File: src/rtl/cfg_vpd_pkg.sv
// Shared types and constants for the VPD capability request sequencer.
// The optional timeout (CFG_VPD_TIMEOUT_EN) uses the same error bit indices.
package cfg_vpd_pkg;

  localparam int VPD_ADDR_W = 15;

  localparam int ERR_TIMEOUT = 0;
  localparam int ERR_OVERLAP = 1;
  localparam int ERR_UNIMPL  = 2;
  localparam int ERR_W       = 3;

  typedef enum logic [1:0] {
    IDLE    = 2'd0,
    RD_WAIT = 2'd1,
    WR_WAIT = 2'd2,
    DRAIN   = 2'd3
  } state_e;

endpackage

File: src/rtl/cfg_vpd_timeout.sv
// Cycle counter for a pending VPD request; only instantiated when
// CFG_VPD_TIMEOUT_EN is defined. expired is high in the TIMEOUT_CYCLES-th enabled cycle.
module cfg_vpd_timeout #(
  parameter int TIMEOUT_CYCLES = 4096
) (
  input  logic clock_tlx,
  input  logic reset,
  input  logic enable,
  input  logic clear,
  output logic expired
);

  logic [15:0] count;

  assign expired = enable && (count == 16'(TIMEOUT_CYCLES - 1));

  always_ff @(posedge clock_tlx or posedge reset) begin
    if (reset) begin
      count <= '0;
    end else if (clear) begin
      count <= '0;
    end else if (enable && !expired) begin
      count <= count + 16'd1;
    end
  end

endmodule

File: src/rtl/cfg_vpd_req_seq.sv
// Turns host writes of the VPD capability address/flag register into one read or
// write request to the downstream VPD stage. Optional timeout: CFG_VPD_TIMEOUT_EN.
import cfg_vpd_pkg::*;

module cfg_vpd_req_seq #(
  parameter int TIMEOUT_CYCLES = 4096
) (
  input  logic                  clock_tlx,
  input  logic                  reset,
  input  logic                  cap_addr_we,
  input  logic [15:0]           cap_addr_wdata,
  input  logic                  cap_data_we,
  input  logic [31:0]           cap_data_wdata,
  output logic                  cap_flag,
  output logic [VPD_ADDR_W-1:0] cap_addr,
  output logic [31:0]           cap_data,
  output logic                  busy,
  output logic [ERR_W-1:0]      err_sticky,
  input  logic                  err_clear,
  output logic [VPD_ADDR_W-1:0] cfg_vpd_addr,
  output logic                  cfg_vpd_wren,
  output logic [31:0]           cfg_vpd_wdata,
  output logic                  cfg_vpd_rden,
  input  logic [31:0]           vpd_cfg_rdata,
  input  logic                  vpd_cfg_done,
  input  logic                  vpd_err_unimplemented_addr,
  output state_e                dbg_state
);

  state_e                state, state_next;
  logic                  flag_d, rden_d, wren_d;
  logic [VPD_ADDR_W-1:0] addr_d, vaddr_d;
  logic [31:0]           data_d, vwdata_d;
  logic [ERR_W-1:0]      err_set, err_d;
  logic                  waiting, timeout_expired;

  assign waiting   = (state == RD_WAIT) || (state == WR_WAIT);
  assign busy      = (state != IDLE);
  assign dbg_state = state;

`ifdef CFG_VPD_TIMEOUT_EN
  cfg_vpd_timeout #(
    .TIMEOUT_CYCLES (TIMEOUT_CYCLES)
  ) u_timeout (
    .clock_tlx (clock_tlx),
    .reset     (reset),
    .enable    (waiting),
    .clear     (!waiting),
    .expired   (timeout_expired)
  );
`else
  logic unused_timeout_cycles;
  assign unused_timeout_cycles = (TIMEOUT_CYCLES > 0);
  assign timeout_expired       = 1'b0;
`endif

  always_comb begin
    state_next = state;
    flag_d     = cap_flag;
    addr_d     = cap_addr;
    data_d     = cap_data;
    vaddr_d    = cfg_vpd_addr;
    vwdata_d   = cfg_vpd_wdata;
    rden_d     = cfg_vpd_rden;
    wren_d     = cfg_vpd_wren;

    err_set              = '0;
    err_set[ERR_OVERLAP] = cap_addr_we && busy;
    err_set[ERR_UNIMPL]  = waiting && vpd_err_unimplemented_addr;
    // A done arriving in the expiry cycle completes normally.
    err_set[ERR_TIMEOUT] = waiting && !vpd_cfg_done && timeout_expired;

    case (state)
      IDLE: begin
        if (cap_data_we) data_d = cap_data_wdata;
        if (cap_addr_we) begin
          addr_d  = cap_addr_wdata[VPD_ADDR_W-1:0];
          vaddr_d = cap_addr_wdata[VPD_ADDR_W-1:0];
          flag_d  = cap_addr_wdata[15];
          if (cap_addr_wdata[15]) begin
            state_next = WR_WAIT;
            wren_d     = 1'b1;
            // Forward a same-cycle data write so the request carries the newest value.
            vwdata_d   = data_d;
          end else begin
            state_next = RD_WAIT;
            rden_d     = 1'b1;
          end
        end
      end
      RD_WAIT: begin
        if (vpd_cfg_done) begin
          data_d     = vpd_cfg_rdata;
          flag_d     = 1'b1;
          rden_d     = 1'b0;
          state_next = DRAIN;
        end else if (timeout_expired) begin
          rden_d     = 1'b0;
          state_next = DRAIN;
        end
      end
      WR_WAIT: begin
        if (vpd_cfg_done) begin
          flag_d     = 1'b0;
          wren_d     = 1'b0;
          state_next = DRAIN;
        end else if (timeout_expired) begin
          wren_d     = 1'b0;
          state_next = DRAIN;
        end
      end
      DRAIN: begin
        state_next = IDLE;
      end
      default: begin
        state_next = IDLE;
      end
    endcase

    // Clear first, then OR in new events so a same-cycle error survives the clear.
    err_d = (err_clear ? '0 : err_sticky) | err_set;
  end

  always_ff @(posedge clock_tlx or posedge reset) begin
    if (reset) begin
      state         <= IDLE;
      cap_flag      <= 1'b0;
      cap_addr      <= '0;
      cap_data      <= '0;
      err_sticky    <= '0;
      cfg_vpd_addr  <= '0;
      cfg_vpd_wdata <= '0;
      cfg_vpd_rden  <= 1'b0;
      cfg_vpd_wren  <= 1'b0;
    end else begin
      state         <= state_next;
      cap_flag      <= flag_d;
      cap_addr      <= addr_d;
      cap_data      <= data_d;
      err_sticky    <= err_d;
      cfg_vpd_addr  <= vaddr_d;
      cfg_vpd_wdata <= vwdata_d;
      cfg_vpd_rden  <= rden_d;
      cfg_vpd_wren  <= wren_d;
    end
  end

endmodule

File: config.mk
export PLATFORM = sky130hd
export DESIGN_NAME = cfg_vpd_req_seq
export DESIGN_NICKNAME = d
export VERILOG_FILES = /design/src/rtl/cfg_vpd_pkg.sv /design/src/rtl/cfg_vpd_timeout.sv /design/src/rtl/cfg_vpd_req_seq.sv
export SDC_FILE = /design/constraint.sdc
export NUM_CORES = 1
export LEC_CHECK = 0
export ABC_AREA = 1
export BUFFER_PORTS_ARGS = -buffer_cell sky130_fd_sc_hd__buf_4
export CAP_MARGIN = 30
export CORE_ASPECT_RATIO = 2
export CORE_MARGIN = 2
export CORE_UTILIZATION = 52
export CTS_CLUSTER_DIAMETER = 60
export DETAILED_ROUTE_END_ITERATION = 10
export PLACE_DENSITY = 0.94
export SYNTH_ARGS = -nofsm -noshare
export SYNTH_HDL_FRONTEND = slang
export SYNTH_SLANG_ARGS = --single-unit
File: constraint.sdc
create_clock -name clock_tlx -period 4.76 [get_ports clock_tlx]
set_input_delay 0.952 -clock clock_tlx [delete_from_list [all_inputs] [get_ports clock_tlx]]
set_output_delay 0.952 -clock clock_tlx [all_outputs]
set_load 0.03 [all_outputs]
==> flow_summary.json, run 1 <==
{
  "outcome": "complete, no violations",
  "cp.arrival_ns": 2.12,
  "clkPwrFrac": 0.142,
  "crit_path_max_fanout": 23,
  "clock_tree.root_cell": "clkbuf_16",
  "row_count": 47,
  "fp.dieH_um": 135,
  "yosys.area.top_type": "dfrtp_1",
  "clk_pin_slew_ns": 0.06,
  "async_flop_share": 1.00,
  "layout-drive-gt1-share": 0.284,
  "synth_cells": 599,
  "instances_no_fill": 852,
  "hold_depth": 2,
  "r2r_start": "dbg_state[0]",
  "regToRegSetupSlack_ns": 1.74,
  "fin_nets": 842,
  "holdCritStartpoint": "cfg_vpd_addr[3]",
  "rr_endpoint": "cfg_vpd_wdata[8]",
  "seq_area_um2": 2150,
  "syn_nets": 692,
  "drtIter0Drc": 450,
  "die_area_um2": 9330,
  "drv_cap": 0,
  "cts_resized": 0,
  "dp_slack_ns": 1.84,
  "tritoncts": "done",
  "slew_headroom": 0.318,
  "p_sw_frac": 0.492,
  "cts_hold_buf": 0,
  "hold-worst-slack_ns": 0.501,
  "synth-edff-count": 0,
  "first_pass_iters": 5,
  "ioPinCount": 190,
  "crit_top_cell": "inv_1",
  "fin_crit_ns": 3.07,
  "hold_class": "reg -> reg",
  "finalSetupViolCount": 0,
  "crit_path_end_kind": "primary output",
  "port_buffers": 188,
  "avgSynthCellArea_um2": 7.41,
  "drc": 0,
  "post-synth-top-count-cell": "nand2_1",
  "critPathLaunchType": "register",
  "core-area_um2": 8290,
  "combPwrFrac": 0.564,
  "via_count": 4711,
  "die_w_um": 69.3,
  "max_clock_freq_mhz": 326,
  "finClkSkew_ns": 0.00693,
  "required_ns": 3.81,
  "grt_max_degree": 65,
  "antenna_found_initial": 0,
  "wire_per_inst_um": 15.9,
  "p_leak_nw": 3.47,
  "yosysUniqueCellTypes": 19,
  "internal-power_mw": 2.28,
  "cts_setup_buffers": 0,
  "cp_cell_sequence": "inv_1, ha_1, inv_1, buf_4",
  "gp_congestion": 0.853,
  "cpPeakStageDelay_ns": 0.73,
  "ys_ff_latch": 86,
  "wl_um": 13500,
  "report.final.slew_viol_count": 0,
  "layout_setup_ws_ns": 1.69,
  "global_route.usage.total": 0.289,
  "via_per_inst": 5.53,
  "antenna_cells": 0,
  "power_mw": 4.49,
  "ys.flop_type": "dfrtp_1",
  "p_sw_mw": 2.21,
  "hold_viol_final": 0,
  "whs_endpoint": "cfg_vpd_addr[3]",
  "worst-setup-path-type": "reg -> out",
  "syn-cell-area_um2": 4440,
  "postRouteAntennaNets": 0,
  "r2r_cells": 7,
  "synth.area.top_cells": "dfrtp_1 (48%), nand2_1 (21%), o21ai_0 (9.9%), nand3_1 (5.6%), inv_1 (3.7%)",
  "ys_seq_area_frac": 0.485,
  "clk_latency_ns": 0.34,
  "cts.sinks": 86,
  "tightest_slew_ns": 1.02,
  "multi_input_area_um2": 1820,
  "grt_pass1_vias": 4577,
  "n_fill_cell": 597,
  "vdd_ir_drop_max_uv": 345,
  "dp_cells": 835,
  "gr-total-overflow": 0,
  "dp_hpwl_um": 9550,
  "power.density_nw_per_um2": 748,
  "start_util": 0.535,
  "htree_num_levels": 3,
  "cts_made_buffers": 9,
  "synth_top_area_frac": 0.485,
  "seqPwrFrac": 0.295,
  "clk_path_buf_depth": 2,
  "area_growth_pct": 35.2,
  "yosysWarnings": 0,
  "period_share": 0.645,
  "fin_tns_setup_ns": 0,
  "grt_first_pass_wirelength_um": 21700,
  "cpMaxStageDelayCell": "ha_1",
  "synth_common_cells": "nand2_1 (244), o21ai_0 (88), dfrtp_1 (86), nand3_1 (50), inv_1 (44)",
  "rsz0062_at_grt": "no"
}
logic make-up after synthesis:
logic type | after synthesis | share of synthesized area
flops | 86 | 0.485
simple gates | 305 | 0.275
buf+inv | 98 | 0.105
fa+ha+maj | 6 | 0.0169
other cells | 1 | 0.000845
compound gates | 103 | 0.117
final cells by class:
cell class,count,share of cell area
Multi-Input combinational cell,415,0.303
Tap cell,98,0.0204
Inverter,45,0.0284
Timing Repair Buffer,192,0.245
Clock buffer,10,0.0381
Sequential cell,86,0.359
Clock inverter,6,0.00646
routing by layer:
layer,up-vias,part of all wire,global-route usage
li1,2171,-,-
met1,2221,0.35,0.317
met2,266,0.52,0.506
met3,53,0.067,0.0552
met4,0,0.057,0.183
met5,-,0,0
cells in the final DEF (no fill, tap or decap), drive strengths merged:
cell | Yosys | layout
a21oi | 1 | 1
clkbuf | 15 | 10
conb | 1 | 1
nand4 | 1 | 1
ha | 6 | 6
o21a | 1 | 1
clkinv | 0 | 5
o22ai | 1 | 1
buf | 38 | 192
nand2 | 248 | 248
inv | 45 | 44
clkinvlp | 0 | 2
nand3 | 50 | 50
nor2 | 6 | 6
o21ai | 100 | 100
dfrtp | 86 | 86
through the flow:
stage                     utilization  cell area [um^2]
after floorplan                     -              4440
after CTS                       0.721              5970
after global routing            0.724              6000
after global placement          0.686              5690
final                           0.724              6000
after detailed placement        0.688              5710
power by group through the flow:
stage	Sequential, mW	Clock [mW]	Combinational [mW]
after global placement	1.30	0	2.41
final	1.32	0.635	2.53
after global routing	1.36	0.674	2.72
after detailed placement	1.32	0	2.50
after floorplan	1.92	0	1.04
after CTS	1.32	0.640	2.51
flip-flops by register name, summed over array words and instances, names as in the netlist:
name,cells
cfg_vpd_wren,1
cfg_vpd_addr,15
dbg_state,2
cap_data,32
cfg_vpd_rden,1
cap_flag,1
cfg_vpd_wdata,32
err_sticky,2
how the worst max path moves through the flow:
| stage | depth (start not counted) | slack [ns] | to | start |
|---|---|---|---|---|
| floorplan | 1 | 1.59 | cap_data[0] | reset |
| global placement | 6 | 1.78 | cfg_vpd_wdata[16] | dbg_state[0] |
| detailed placement | 7 | 1.84 | cfg_vpd_wdata[10] | dbg_state[0] |
| CTS | 4 | 1.72 | busy | dbg_state[0] |
| global route | 7 | 1.51 | cfg_vpd_wdata[8] | dbg_state[0] |
| finish | 4 | 1.69 | busy | dbg_state[0] |
worst max-delay path, delay by kind of cell, from the launching register on:
kind | cells | cell delay (ns)
flops | 1 | 0.44
fa+ha+maj | 1 | 0.73
buf+inv | 3 | 0.61
Power figures use the tool's default switching activity.
==> run 2: changes to the inputs <==
CORE_UTILIZATION = 43   (was 52)
PLACE_DENSITY = 0.84   (was 0.94)
clock period = 2.77 ns   (was 4.76 ns; I/O delays follow)
==> run 2 against run 1 <==
  * First-iteration DRC count fell by 53%
  * Power rose by 75%
  * Register-to-register slack got worse by 1.2 ns
  * Worst hold slack got worse by 0.33 ns
  * Worst setup slack got worse by 1.3 ns
==> flow_summary.json, run 2 (synthesis results as in run 1) <==
{
  "reg.largest.list": "cap_data: 32 flops, cfg_vpd_wdata: 32 flops, cfg_vpd_addr: 15 flops",
  "critPathTopFamily": "buffers and inverters",
  "die_area_um2": 11200,
  "postRouteAntennaNets": 0,
  "n_fill_cell": 877,
  "finClkSkew_ns": 0.00922,
  "clk_path_buf_depth": 2,
  "fin_crit_ns": 2.40,
  "via_count": 4573,
  "clkPwrFrac": 0.161,
  "p_leak_nw": 3.50,
  "fin_tns_setup_ns": 0,
  "internal-power_mw": 4.10,
  "grt_max_degree": 65,
  "power_mw": 7.86,
  "hold_class": "in -> async",
  "crit_top_cell": "inv_1",
  "core-area_um2": 10100,
  "start_util": 0.440,
  "htree_num_levels": 3,
  "dp_hpwl_um": 10100,
  "antenna_found_initial": 0,
  "crit_path_max_fanout": 14,
  "outcome": "complete, no violations",
  "layout_common_cells": "nand2_1 (244), buf_4 (197), o21ai_0 (88), dfrtp_1 (86), nand3_1 (50)",
  "area_growth_pct": 37.6,
  "report.final.slew_viol_count": 0,
  "p_sw_mw": 3.76,
  "cp_cell_sequence": "inv_1, ha_1, inv_1, buf_4",
  "antenna_cells": 0,
  "layout_commonest_cell": "nand2_1",
  "fp.dieH_um": 148,
  "layout_setup_ws_ns": 0.374,
  "tritoncts": "done",
  "first_pass_iters": 5,
  "clock_tree.root_cell": "clkbuf_16",
  "crit_path_end_kind": "primary output",
  "layout-drive-gt1-share": 0.288,
  "period_share": 0.865,
  "cts_setup_buffers": 0,
  "required_ns": 2.22,
  "gr-total-overflow": 0,
  "clk_latency_ns": 0.33,
  "global_route.usage.total": 0.247,
  "drtIter0Drc": 213,
  "wl_um": 13600,
  "finalSetupViolCount": 0,
  "ioPinCount": 190,
  "utilization": 0.606,
  "rsz0062_at_grt": "no",
  "slew_headroom": 0.603,
  "max_clock_freq_mhz": 417,
  "wire_per_inst_um": 15.2,
  "cpMaxStageDelayCell": "ha_1",
  "hold-worst-slack_ns": 0.176,
  "clk_pin_slew_ns": 0.06,
  "grt_pass1_vias": 4500,
  "tightest_slew_ns": 0.595,
  "cts_made_buffers": 9,
  "critPathLaunchType": "register",
  "fin_nets": 847,
  "cpPeakStageDelay_ns": 0.50,
  "grt_first_pass_wirelength_um": 21200,
  "cp.arrival_ns": 1.84,
  "cts_hold_buf": 0,
  "seqPwrFrac": 0.293,
  "crit_buf_inv": 3,
  "vdd_ir_drop_max_uv": 582,
  "port_buffers": 188,
  "row_count": 52,
  "cts.sinks": 86,
  "via_per_inst": 5.12,
  "dp_slack_ns": 0.647,
  "die_w_um": 75.8,
  "p_sw_frac": 0.478,
  "drc": 0,
  "power.density_nw_per_um2": 1290,
  "cts_resized": 0,
  "hold_viol_final": 0,
  "worst-setup-path-type": "reg -> out",
  "drv_cap": 0,
  "combPwrFrac": 0.546,
  "gp_congestion": 0.845
}
## run 2: cell types whose count changed in the layout (fill, tap and decap cells not counted), sizes merged
cell	previous run	this run
bufinv	0	2
buf	192	197
clkinv	5	2
## run 2: worst register-to-register path, cell delays in order, from the launching register on
cell     delay, ns
dfrtp_1       0.43
inv_1         0.13
ha_1          0.40
nand2_2       0.13
buf_4         0.46
o21ai_0       0.31
o21ai_0       0.13
nand2_1       0.07
## run 2: stage by stage
step	area (um^2)	cells
2_1_floorplan	4440	599
3_3_place_gp	5790	878
3_5_place_dp	5790	878
4_1_cts	6110	893
5_1_grt	6110	893
6_report	6110	893
## run 2: power by group through the flow
stage                     clock network (mW)  registers (mW)  logic [mW]
after floorplan                            0            3.30        1.78
after global placement                     0            2.30        4.19
after detailed placement                   0            2.31        4.32
after CTS                               1.29            2.30        4.33
after global routing                    1.34            2.37        4.65
final                                   1.27            2.30        4.29
## run 2: final timing paths
kind / slack (ns) / end / cells after the start / startpoint
worst max-delay path: 0.37 / busy / 4 / dbg_state[0]
worst min-delay path: 0.18 / err_sticky[1] / 2 / reset
worst max register to register: 0.59 / cap_data[22] / 7 / dbg_state[0]
worst min register to register: 0.48 / cfg_vpd_rden / 2 / cfg_vpd_rden
max in group asynchronous: 1.80 / cfg_vpd_wdata[28] / 3 / reset
min in group clock_tlx: 0.41 / err_sticky[1] / 2 / err_clear
## run 2: area by class of cell
cell class	count	area, um^2	area share
Multi-Input combinational cell	415	1820	0.298
Timing Repair Buffer	197	1480	0.242
Tap cell	135	169	0.0277
Clock buffer	10	229	0.0375
Sequential cell	86	2150	0.352
Inverter	45	173	0.0283
Clock inverter	5	85.1	0.0139
## run 2: routing by layer
layer  up-vias  part of all wire  global-route usage
li1       2181                 -                   -
met1      2145              0.36               0.286
met2       205              0.53               0.407
met3        42             0.059              0.0429
met4         0             0.047               0.152
met5         -                 0                   0
==> run 3: changes to the inputs <==
BUFFER_PORTS_ARGS = -buffer_cell sky130_fd_sc_hd__buf_2   (was -buffer_cell sky130_fd_sc_hd__buf_4)
CORE_MARGIN = 5   (was 2)
CORE_UTILIZATION = 52   (was 43)
PLACE_DENSITY = 0.94   (was 0.84)
clock period = 3.05 ns   (was 2.77 ns; I/O delays follow)
==> run 3 against run 2 <==
  * Global-route usage grew 1.7 points
  * Power shrank 13%
  * Die area shrank 5.4%
  * Sequential power shrank 12%
  * First-iteration DRC count grew 120%
  * Non-clock buffer count grew 2
  * Critical path depth is the same
  * Utilization grew 7.3 points
  * Flip-flop and latch count is the same
  * Critical path type unchanged
==> flow_summary.json, run 3 (synthesis results as in run 1) <==
{
  "cts_resized": 0,
  "dp_slack_ns": 0.607,
  "grt_max_degree": 52,
  "fin_crit_ns": 2.47,
  "first_pass_iters": 7,
  "grt_pass1_vias": 4521,
  "cts_setup_buffers": 0,
  "required_ns": 2.44,
  "core-area_um2": 8290,
  "period_share": 0.809,
  "gr-total-overflow": 0,
  "outcome": "complete, no violations",
  "clk_latency_ns": 0.34,
  "p_leak_nw": 3.39,
  "die_w_um": 75.3,
  "crit_end": "busy",
  "report.final.slew_viol_count": 0,
  "crit_path_end_kind": "primary output",
  "startpoint": "dbg_state[0]",
  "htree_num_levels": 3,
  "worst-setup-path-type": "reg -> out",
  "die_area_um2": 10600,
  "crit_path_max_fanout": 14,
  "reg.largest.list": "cap_data: 32 flops, cfg_vpd_wdata: 32 flops, cfg_vpd_addr: 15 flops",
  "regToRegSetupSlack_ns": 0.66,
  "start_util": 0.535,
  "antenna_found_initial": 3,
  "finClkSkew_ns": 0.00659,
  "layout-drive-gt1-share": 0.292,
  "power.density_nw_per_um2": 1210,
  "clock_tree.root_cell": "clkbuf_16",
  "r2r_start": "dbg_state[0]",
  "drtIter0Drc": 464,
  "cts.sinks": 86,
  "clk_pin_slew_ns": 0.07,
  "hold_class": "in -> async",
  "tightest_slew_ns": 1.02,
  "layout_commonest_cell": "nand2_1",
  "fin_nets": 849,
  "ioPinCount": 190,
  "layout_common_cells": "nand2_1 (244), buf_2 (188), o21ai_0 (88), dfrtp_1 (86), nand3_1 (50)",
  "port_buffers": 188,
  "hold_viol_final": 0,
  "critPathLaunchType": "register",
  "tritoncts": "done",
  "wire_per_inst_um": 16.0,
  "rr_endpoint": "cfg_vpd_wdata[14]",
  "drc": 0,
  "via_per_inst": 5.46,
  "grt_first_pass_wirelength_um": 21800,
  "fp.dieH_um": 141,
  "drv_cap": 0,
  "r2r_cells": 7,
  "cp.arrival_ns": 1.86,
  "dp_hpwl_um": 9870,
  "wl_um": 13800,
  "max_clock_freq_mhz": 405,
  "rsz0062_at_grt": "no",
  "fin_tns_setup_ns": 0,
  "slew_headroom": 0.322,
  "gp_congestion": 0.906,
  "via_count": 4698,
  "cts_hold_buf": 0,
  "area_growth_pct": 26.8,
  "global_route.usage.total": 0.264,
  "clk_path_buf_depth": 2,
  "vdd_ir_drop_max_uv": 591,
  "postRouteAntennaNets": 0,
  "finalSetupViolCount": 0,
  "row_count": 47,
  "layout_setup_ws_ns": 0.583,
  "cts_made_buffers": 9
}
-- run 3: cell types whose count changed in the layout (fill, tap and decap cells not counted), sizes merged --
cell | previous run | this run
diode | 0 | 1
clkinv | 2 | 3
buf | 197 | 199
-- run 3: critical path: stages, from the launching register on --
cell     delay (ns)
dfrtp_1        0.44
inv_1          0.15
ha_1           0.52
inv_1          0.18
buf_2          0.22
-- run 3: area by class of cell --
cell class | count | area, um^2
inverter | 45 | 170
multi-input combinational | 415 | 1820
timing repair buffer | 199 | 1040
clock buffer | 10 | 239
fill | 670 | 2660
tap | 98 | 123
sequential | 86 | 2150
antenna | 1 | 2.50
clock inverter | 6 | 85.1
-- run 3: routing by layer --
layer,vias to the layer above,wire [um],GRT usage
li1,2188,-,-
met1,2191,4760,0.307
met2,259,7170,0.441
met3,56,1190,0.0492
met4,4,626,0.143
met5,-,27,0
-- run 3: worst min-delay path by stage --
| stage | to | slack [ns] | cells past startpoint |
|---|---|---|---|
| after CTS | dbg_state[0] | 0.34 | 2 |
| after global routing | dbg_state[0] | 0.38 | 2 |
| after global placement | cfg_vpd_wren | 0.45 | 2 |
| after floorplan | cfg_vpd_rden | 0.65 | 2 |
| after detailed placement | cfg_vpd_rden | 0.45 | 2 |
| final | cfg_vpd_wdata[14] | 0.33 | 2 |
-- run 3: where the power goes --
group	switching [mW]	leakage, nW	internal [mW]
registers	0.366	1.08	1.67
logic	2.58	2.16	1.00
clock network	0.456	0.154	0.737
total	3.40	3.39	3.41
-- run 3: stage by stage --
stage / cells / total power [mW] / utilization / hold WS (ns) / instance area [um^2]
2_1_floorplan: 599 / 4.61 / - / 0.645 / 4440
3_3_place_gp: 843 / 5.47 / 0.639 / 0.451 / 5300
3_5_place_dp: 843 / 5.61 / 0.639 / 0.453 / 5300
4_1_cts: 859 / 6.83 / 0.678 / 0.344 / 5630
5_1_grt: 860 / 7.23 / 0.679 / 0.384 / 5630
6_report: 860 / 6.81 / 0.679 / 0.327 / 5630
